$ cat src/rtl/mem_access_ctrl.sv
// Bus-access controller between the load/store aligner and the external
// memory bus. It runs one valid/ready bus cycle per request, rejects
// misaligned accesses without touching the bus, and aborts stalled cycles.
//
// state | meaning
// ------+-------------------------------------------------------------
// IDLE  | waiting for req_valid; the only state that samples a request
// BUS   | bus_valid asserted, address/strobes/data held until completion
// RESP  | req_ready (and resp_error) presented for exactly one cycle
module mem_access_ctrl #(
  parameter int unsigned TIMEOUT_CYCLES = 255
) (
  input  logic        clk,
  input  logic        reset_n,
  input  logic        req_valid,
  input  logic        req_write,
  input  logic [1:0]  req_size,
  input  logic [31:0] req_address,
  input  logic [3:0]  req_wstrobe,
  input  logic [31:0] req_wdata,
  output logic        req_ready,
  output logic [31:0] resp_rdata,
  output logic        resp_error,
  output logic        bus_valid,
  output logic [31:0] bus_address,
  output logic [3:0]  bus_wstrobe,
  output logic [31:0] bus_wdata,
  input  logic [31:0] bus_rdata,
  input  logic        bus_ready
);

  localparam logic [1:0] IDLE = 2'd0;
  localparam logic [1:0] BUS  = 2'd1;
  localparam logic [1:0] RESP = 2'd2;

  // Zero disables the abort; the last wait count is only meaningful otherwise.
  localparam bit          TO_EN   = (TIMEOUT_CYCLES != 0);
  localparam logic [15:0] TO_LAST = 16'(TIMEOUT_CYCLES - 1);

  logic [1:0]  state;
  logic [15:0] wait_cnt;
  logic        op_write;
  logic        misaligned;
  logic        timeout_hit;

  // Half-words need bit 0 clear; words (and the size-3 alias) need both bits clear.
  always_comb begin
    misaligned = 1'b0;
    if (req_size == 2'd1)
      misaligned = req_address[0];
    else if (req_size[1])
      misaligned = |req_address[1:0];
  end

  // Abort fires in the wait cycle whose count (before increment) hits the limit.
  always_comb begin
    timeout_hit = TO_EN && (wait_cnt == TO_LAST);
  end

  // Sequencer: state, wait counter and every registered output.
  always_ff @(posedge clk or negedge reset_n) begin
    if (!reset_n) begin
      state       <= IDLE;
      wait_cnt    <= 16'd0;
      op_write    <= 1'b0;
      req_ready   <= 1'b0;
      resp_rdata  <= 32'd0;
      resp_error  <= 1'b0;
      bus_valid   <= 1'b0;
      bus_address <= 32'd0;
      bus_wstrobe <= 4'd0;
      bus_wdata   <= 32'd0;
    end else begin
      case (state)
        IDLE: begin
          req_ready  <= 1'b0;
          resp_error <= 1'b0;
          if (req_valid) begin
            if (misaligned) begin
              req_ready  <= 1'b1;
              resp_error <= 1'b1;
              state      <= RESP;
            end else begin
              bus_address <= {req_address[31:2], 2'b00};
              bus_wdata   <= req_wdata;
              bus_wstrobe <= req_write ? req_wstrobe : 4'd0;
              op_write    <= req_write;
              bus_valid   <= 1'b1;
              wait_cnt    <= 16'd0;
              state       <= BUS;
            end
          end
        end
        BUS: begin
          if (bus_ready) begin
            if (!op_write)
              resp_rdata <= bus_rdata;
            bus_valid  <= 1'b0;
            req_ready  <= 1'b1;
            resp_error <= 1'b0;
            state      <= RESP;
          end else if (timeout_hit) begin
            bus_valid  <= 1'b0;
            req_ready  <= 1'b1;
            resp_error <= 1'b1;
            state      <= RESP;
          end else if (wait_cnt != 16'hFFFF) begin
            wait_cnt <= wait_cnt + 16'd1;
          end
        end
        RESP: begin
          req_ready  <= 1'b0;
          resp_error <= 1'b0;
          state      <= IDLE;
        end
        default: begin
          bus_valid  <= 1'b0;
          req_ready  <= 1'b0;
          resp_error <= 1'b0;
          state      <= IDLE;
        end
      endcase
    end
  end

endmodule

$ cat config.mk
export PLATFORM = sky130hd
export DESIGN_NAME = mem_access_ctrl
export DESIGN_NICKNAME = d
export VERILOG_FILES = /design/src/rtl/mem_access_ctrl.sv
export SDC_FILE = /design/constraint.sdc
export NUM_CORES = 1
export LEC_CHECK = 0
export ABC_CLOCK_PERIOD_IN_PS = 3800
export CORE_ASPECT_RATIO = 1.5
export CORE_MARGIN = 4
export CORE_UTILIZATION = 40
export CTS_BUF_LIST = sky130_fd_sc_hd__clkbuf_8
export CTS_CLUSTER_DIAMETER = 30
export DETAILED_ROUTE_END_ITERATION = 12
export PLACE_DENSITY_LB_ADDON = 0.2
export SETUP_SLACK_MARGIN = 0.05
export SYNTH_ARGS = -nofsm -noshare
export SYNTH_HDL_FRONTEND = slang
export SYNTH_SLANG_ARGS = --single-unit
$ cat constraint.sdc
create_clock -name clk -period 3.8 [get_ports clk]
set_input_delay 0.76 -clock clk [delete_from_list [all_inputs] [get_ports clk]]
set_output_delay 0.76 -clock clk [all_outputs]
set_load 0.005 [all_outputs]
==> impl_metrics.csv, run 1 <==
group,metric,value,unit
outcome,status,"finished clean",
synth,synth.avg_cell_area,9.98,um2
die,std_cell_rows,49,
clock_network,clock-root-buffer,"clkbuf_8",
detailed_routing,initialDrtViolationCount,173,
die,die-height,143,um
die,floorplan.core_area,0.0120,mm2
worst_hold_path,timing.hold.worst.class,"primary input to async pin",
place,pre_cts_ws,1070,ps
synth,yosysMostFrequentCell,"nand2_1",
setup_path,timing.critical_path.to_type,"register",
clock_network,cts_tree,"done",
place,gp_congestion,0.874,
synth,synth.area.top_cells,"dfrtp_1, nand2_1, mux2_2",
detailed_routing,postRouteAntennaNets,0,
detailed_routing,detailroute.wirelength.met2,7.30,mm
timing,final.min_clock_period,2330,ps
timing,rsz_0062_raised_after_global_routing,"false",
synth,mappedNetlistArea,0.00489,mm2
clock_network,cts_num_sinks,120,
die,dieArea,0.0141,mm2
synth,dominantRegCellSynth,"dfrtp_1",
cells_and_area,share_of_final_layout_standard_cells_stronger_than_drive_strength_1,11.0,%
setup_path,arrival,2680,ps
detailed_routing,post_drt_via_cell_ratio,4.89,
synth,synth_seq_area_share,61.4,%
synth,biggest_area_consumer_among_synthesized_cells,"dfrtp_1",
timing,max_freq,429,MHz
cells_and_area,antenna_cells_inserted,0,
detailed_routing,routed_wire_length_per_instance,15.9,um
clock_network,clock_input_transition_at_the_sequential_cells_of_the_worst_setup_and_hold_paths,80,ps
synth,synth_edf_count,0,
die,chipWidth,98.3,um
setup_path,depth_of_the_worst_register_to_register_path,5,
clock_network,holdBufCountCts,0,
grt,grt_remaining_overflow,0,
synth,async_reset_ff_share,100,%
detailed_routing,met3RoutedLength,1.16,mm
setup_path,worst_ep_required_time,4150,ps
grt,grt_max_degree,66,
timing,finalMaxSlewViolations,0,
detailed_routing,drc_errors,0,
detailed_routing,detailedRoute.firstPassIterationCount,4,
synth,synth_top_area_share,61.4,%
timing,setup_viol_count_final,0,
cells_and_area,final_util,63.0,%
synth,synthesis.instances,490,
setup_path,critical_path.max_stage_delay,470,ps
place,post-dp-hpwl,10.1,mm
synth,synthDistinctLibCells,38,
setup_path,crit_path_max_fanout,17,
clock_network,cts.repair.resized,0,
detailed_routing,postRouteWirelength,13.8,mm
job,max_cap_violations,0,
timing,timing_worst_slew_pin_value,729,ps
detailed_routing,met1Wirelength,5.14,mm
setup_path,r2r-start,"state[1]$_DFFE_PN0P_",
synth,postSynthRegisterBits,120,
clock_network,post_cts_buffers,0,
grt,grt.total_usage,19.7,%
place,portBuffers,207,
timing,timing.max_slew.rel_slack,51.4,%
clock_network,number_of_buffers_created_by_cts,17,
clock_network,htree_levels,4,
setup_path,critPathLaunchType,"register",
timing,post-route-worst-setup-slack,1470,ps
timing,setup_total_negative_slack,0,ps
detailed_routing,top_signal_layer_used,"met4",
cells_and_area,nNetsFinal,806,
power,power_density,708,mW/mm2
power,ir_worst_vdd,0.402,mV
setup_path,path_cells,"nand2b_1, nor2_1, nand3_1, nor3_1, mux2i_1",
synth,synth_common_cells,"nand2_1, dfrtp_1, mux2_2, nor2_1, clkbuf_1",
setup_path,crit_path_top_delay_cell,"nand2b_1",
power,power_leakage,3.43,nW
detailed_routing,num_vias,4224,
die,io_pins,210,
clock_network,clock_insertion_delay_worst_skew,430,ps
grt,antenna_found_initial,0,
die,floorplan.initialDensity,40.9,%
cells_and_area,synthToLayoutAreaGrowth,54.1,%
timing,timing.final.crit_share,61.4,%
setup_path,r2r-end,"wait_cnt[5]$_DFFE_PN0P_",
setup_path,rrSetupSlack,1470,ps
grt,grt_pass1_wl,22.1,mm
synth,synthesis_warnings,0,
setup_path,crit_type,"register to register",
grt,first_global_vias,4331,
timing,final_hold_viol_count,0,
clock_network,cts_max_path_buffers,2,
timing,finalClockSkew,12.7,ps
-- cell families (layout without fill, tap and decap cells) --
kind of cell,after synthesis,count (layout),synth area share (%)
other cells,1,2,0.0767
flops,120,120,61.4
fa+ha+maj,2,2,0.512
buf+inv,29,248,2.69
mux,34,34,7.78
compound gates,42,42,5.55
simple gates,262,262,22.0
-- registers in the layout, summed over array words and instances, names as in the netlist --
register     count
bus_wdata       32
state            2
req_ready        1
resp_error       1
wait_cnt        16
resp_rdata      32
bus_wstrobe      4
bus_valid        1
bus_address     30
op_write         1
-- cells in the final DEF, fill, tap and decap left out, types with 2 or more instances in the layout --
master,netlist,final
bufinv_16,0,3
nand3_1,7,7
o31ai_1,5,5
o21ai_0,10,9
clkinv_4,0,5
nor2_1,16,16
o41ai_1,3,3
inv_6,0,4
dfrtp_1,120,120
inv_1,3,3
nand2_1,212,212
and4_1,2,2
a21oi_1,5,5
mux2i_1,2,2
ha_1,2,2
conb_1,1,2
nand4_1,6,6
a31oi_1,2,2
nor4_1,2,2
and3_1,3,3
clkbuf_8,0,17
nor3_1,6,6
mux2_2,32,32
nor3b_1,3,2
buf_4,2,6
o21ai_1,10,10
clkdlybuf4s50_1,0,206
-- per-stage QoR --
stage / hold slack (ps) / instance area, um2 / power [mW] / cells
2_1_floorplan: 447 / 4890 / 2.74 / 491
4_1_cts: 398 / 7540 / 5.42 / 863
6_report: 373 / 7540 / 5.34 / 863
5_1_grt: 429 / 7540 / 5.69 / 863
3_5_place_dp: 461 / 7110 / 4.16 / 831
3_3_place_gp: 456 / 7110 / 4.09 / 831
-- layer usage --
layer	vias to the layer above	global-route usage (%)
met5	-	0
met4	0	5.47
met2	160	34.4
met1	2027	22.5
li1	2024	-
met3	13	7.77
-- worst max-delay path: cells and delay by family (launching register included) --
kind / cells / cell delay (ps)
DFF: 1 / 420
muxes: 1 / 210
and+or+nand+nor: 4 / 1620
-- where the power goes --
part           internal, mW  total, mW  switching [mW]
Combinational          1.26       1.99           0.727
Clock                 0.665       1.23           0.568
Sequential             1.81       2.12           0.305
Total                  3.74       5.34            1.60
-- area by class of cell --
class | count | area, um2
fillers | 1005 | 4420
flip-flops and latches | 120 | 3000
repair buffers | 213 | 2130
multi-input cells | 342 | 1780
clock buffers | 17 | 234
clock inverters | 15 | 193
well taps | 153 | 191
inverters | 3 | 11.3
-- worst max path at each step --
stage / to / depth (start not counted) / from
2_1_floorplan: bus_address[16]$_DFFE_PN0P_ / 6 / req_valid
3_3_place_gp: wait_cnt[14]$_DFFE_PN0P_ / 6 / req_valid
3_5_place_dp: wait_cnt[14]$_DFFE_PN0P_ / 6 / req_valid
4_1_cts: wait_cnt[5]$_DFFE_PN0P_ / 5 / state[1]$_DFFE_PN0P_
5_1_grt: wait_cnt[5]$_DFFE_PN0P_ / 5 / state[1]$_DFFE_PN0P_
6_report: wait_cnt[5]$_DFFE_PN0P_ / 5 / state[1]$_DFFE_PN0P_
(Power assumes the default switching activity.)
==> run 2: changes to the inputs <==
Settings changed: ABC_CLOCK_PERIOD_IN_PS 3800 to 2000.
Clock period 3.8 ns to 2 ns, I/O delays scaled along.
==> run 2 against run 1 <==
Effect of this change: sequential cell count unchanged; utilization increased by 1.7 points; routed wire length increased by 1.2%; via count increased by 1.3%; worst setup slack got worse by 1300 ps; register-to-register slack got worse by 1300 ps; largest cell class unchanged; critical path depth increased by 1; clock skew decreased by 2.8 ps.
==> impl_metrics.csv, run 2 (synthesis gave the netlist of run 1 again) <==
group,metric,value,unit
cells_and_area,layout.filler_cells,988,
timing,timing.final.crit_share,92.5,%
setup_path,timing.critical_path.depth,6,
power,totalPowerFinal,10.1,mW
setup_path,cp_top_family,"simple AND/OR/NAND/NOR gates",
clock_network,htree_levels,4,
timing,timing_worst_slew_pin_value,673,ps
grt,grt_pass1_wl,21.8,mm
clock_network,clock_input_transition_at_the_sequential_cells_of_the_worst_setup_and_hold_paths,70,ps
detailed_routing,postRouteAntennaNets,0,
timing,hold_slack_final,25.9,ps
power,p_switching,2.95,mW
timing,max_freq,540,MHz
detailed_routing,num_vias,4281,
power,power.sequential.fraction,39.6,%
place,portBuffers,207,
detailed_routing,postRouteWirelength,13.9,mm
die,floorplan.initialDensity,40.9,%
power,p_comb_share,38.8,%
clock_network,cts_max_path_buffers,2,
setup_path,critical_path.max_stage_delay,580,ps
power,switching_share,29.2,%
setup_path,crit_path_top_delay_cell,"or4_4",
setup_path,path_cells,"nand4_1, or4_4, a31oi_4, buf_4, o21ai_1, o41ai_1",
timing,timing.max_slew.rel_slack,55.1,%
clock_network,clock_insertion_delay_worst_skew,420,ps
cells_and_area,antenna_cells_inserted,0,
grt,grt.total_usage,19.5,%
clock_network,number_of_buffers_created_by_cts,17,
setup_path,crit_type,"register to register",
setup_path,r2r-start,"wait_cnt[10]$_DFFE_PN0P_",
die,die-height,143,um
cells_and_area,synthToLayoutAreaGrowth,58.2,%
timing,final.min_clock_period,1850,ps
cells_and_area,nNetsFinal,829,
detailed_routing,routed_wire_length_per_instance,15.7,um
die,dieArea,0.0141,mm2
power,clockPowerShare,21.6,%
setup_path,crit_path_max_fanout,5,
grt,first_global_vias,4460,
die,io_pins,210,
setup_path,worst_ep_required_time,2290,ps
timing,finalClockSkew,9.87,ps
detailed_routing,post_drt_via_cell_ratio,4.84,
die,chipWidth,98.3,um
setup_path,timing.critical_path.buf_inv,1,
timing,final_hold_viol_count,0,
grt,grt_max_degree,121,
detailed_routing,initialDrtViolationCount,142,
timing,setup_viol_count_final,0,
power,ir_worst_vdd,0.746,mV
setup_path,r2r-end,"wait_cnt[6]$_DFFE_PN0P_",
clock_network,cts_tree,"done",
timing,rsz_0062_raised_after_global_routing,"false",
job,max_cap_violations,0,
clock_network,clock-root-buffer,"clkbuf_8",
die,std_cell_rows,49,
cells_and_area,layout_top_registers,"bus_wdata: 32 flops, resp_rdata: 32 flops, bus_address: 30 flops",
worst_hold_path,timing.hold.worst.class,"primary input to async pin",
clock_network,cts_num_sinks,120,
cells_and_area,share_of_final_layout_standard_cells_stronger_than_drive_strength_1,13.8,%
clock_network,holdBufCountCts,0,
power,power_density,1310,mW/mm2
cells_and_area,final_common_cell,"nand2_1",
setup_path,depth_of_the_worst_register_to_register_path,6,
outcome,status,"finished clean",
timing,finalMaxSlewViolations,0,
setup_path,critPathLaunchType,"register",
cells_and_area,layout.cells.most_common_list,"nand2_1, clkdlybuf4s50_1, dfrtp_1",
power,intPower,7.15,mW
die,floorplan.core_area,0.0120,mm2
detailed_routing,drc_errors,0,
power,power_leakage,3.55,nW
grt,antenna_found_initial,0,
setup_path,arrival,2140,ps
setup_path,timing.critical_path.to_type,"register",
place,gp_congestion,0.849,
grt,grt_remaining_overflow,0,
detailed_routing,detailedRoute.firstPassIterationCount,4,
setup_path,rrSetupSlack,150,ps
place,post-dp-hpwl,10.2,mm
==> run 2: cell count changes in the layout (fill, tap and decap cells not counted) <==
cell,change
buf_12,+4
buf_4,+19
clkinv_2,+3
clkinv_4,-4
clkinvlp_4,+1
dfrtp_1,-1
dfrtp_2,+1
inv_1,+2
inv_6,-2
inv_8,-1
nor3_1,-1
nor3_2,+1
nor4b_1,-1
nor4b_2,+1
==> run 2: power by group through the flow <==
stage	sequential (mW)	combinational, mW	clock, mW
3_3_place_gp	3.99	3.88	0
4_1_cts	4.01	4.00	2.25
3_5_place_dp	4.04	3.94	0
5_1_grt	4.13	4.28	2.37
6_report	4.00	3.92	2.18
2_1_floorplan	4.09	1.13	0
==> run 2: what timing repair did <==
item	4_1_cts	5_1_grt
gates resized for setup	0	3
endpoints found under the setup margin	2	15
hold endpoints to repair	0	0
buffers inserted	2	0
pin swaps	1	3
==> run 2: how the worst max path moves through the flow <==
stage / startpoint / to / slack [ps]
floorplan: wait_cnt[0]$_DFFE_PN0P_ / wait_cnt[7]$_DFFE_PN0P_ / 140
global placement: wait_cnt[11]$_DFFE_PN0P_ / wait_cnt[7]$_DFFE_PN0P_ / 40
detailed placement: wait_cnt[1]$_DFFE_PN0P_ / wait_cnt[7]$_DFFE_PN0P_ / -20
CTS: wait_cnt[0]$_DFFE_PN0P_ / wait_cnt[6]$_DFFE_PN0P_ / 130
global route: wait_cnt[0]$_DFFE_PN0P_ / wait_cnt[15]$_DFFE_PN0P_ / 40
finish: wait_cnt[10]$_DFFE_PN0P_ / wait_cnt[6]$_DFFE_PN0P_ / 150
==> run 2: routing by layer <==
metal,wire [um],GRT usage (%),up-vias
met5,0,0,-
met4,260,6.76,0
met2,7470,35.2,162
met1,5040,20.5,2038
li1,-,-,2059
met3,1160,7.92,22
==> run 2: worst reg2reg max path: cells and delay by family, from the launching register on <==
kind | cells | cell delay, ps
buf+inv | 1 | 170
simple gates | 2 | 730
flops | 1 | 430
compound gates | 3 | 410
==> run 2: metrics by stage <==
stage | TNS [ps] | cell area [um2] | cells | setup WS, ps | util, %
after detailed placement | -19.4 | 7310 | 852 | -19.4 | 61.1
final | 0 | 7740 | 885 | 149 | 64.7
after global routing | 0 | 7740 | 885 | 44.8 | 64.7
after CTS | 0 | 7730 | 885 | 130 | 64.6
after global placement | 0 | 7310 | 852 | 37.5 | 61.1
after floorplan | 0 | 4890 | 491 | 139 | -
==> run 2: cell type report <==
cell class | instances | area [um2] | area share, %
sequential | 120 | 3000 | 38.8
timing repair buffer | 236 | 2350 | 30.4
multi-input combinational | 342 | 1790 | 23.1
clock buffer | 17 | 234 | 3.02
tap | 153 | 191 | 2.47
clock inverter | 14 | 159 | 2.05
inverter | 3 | 11.3 | 0.146
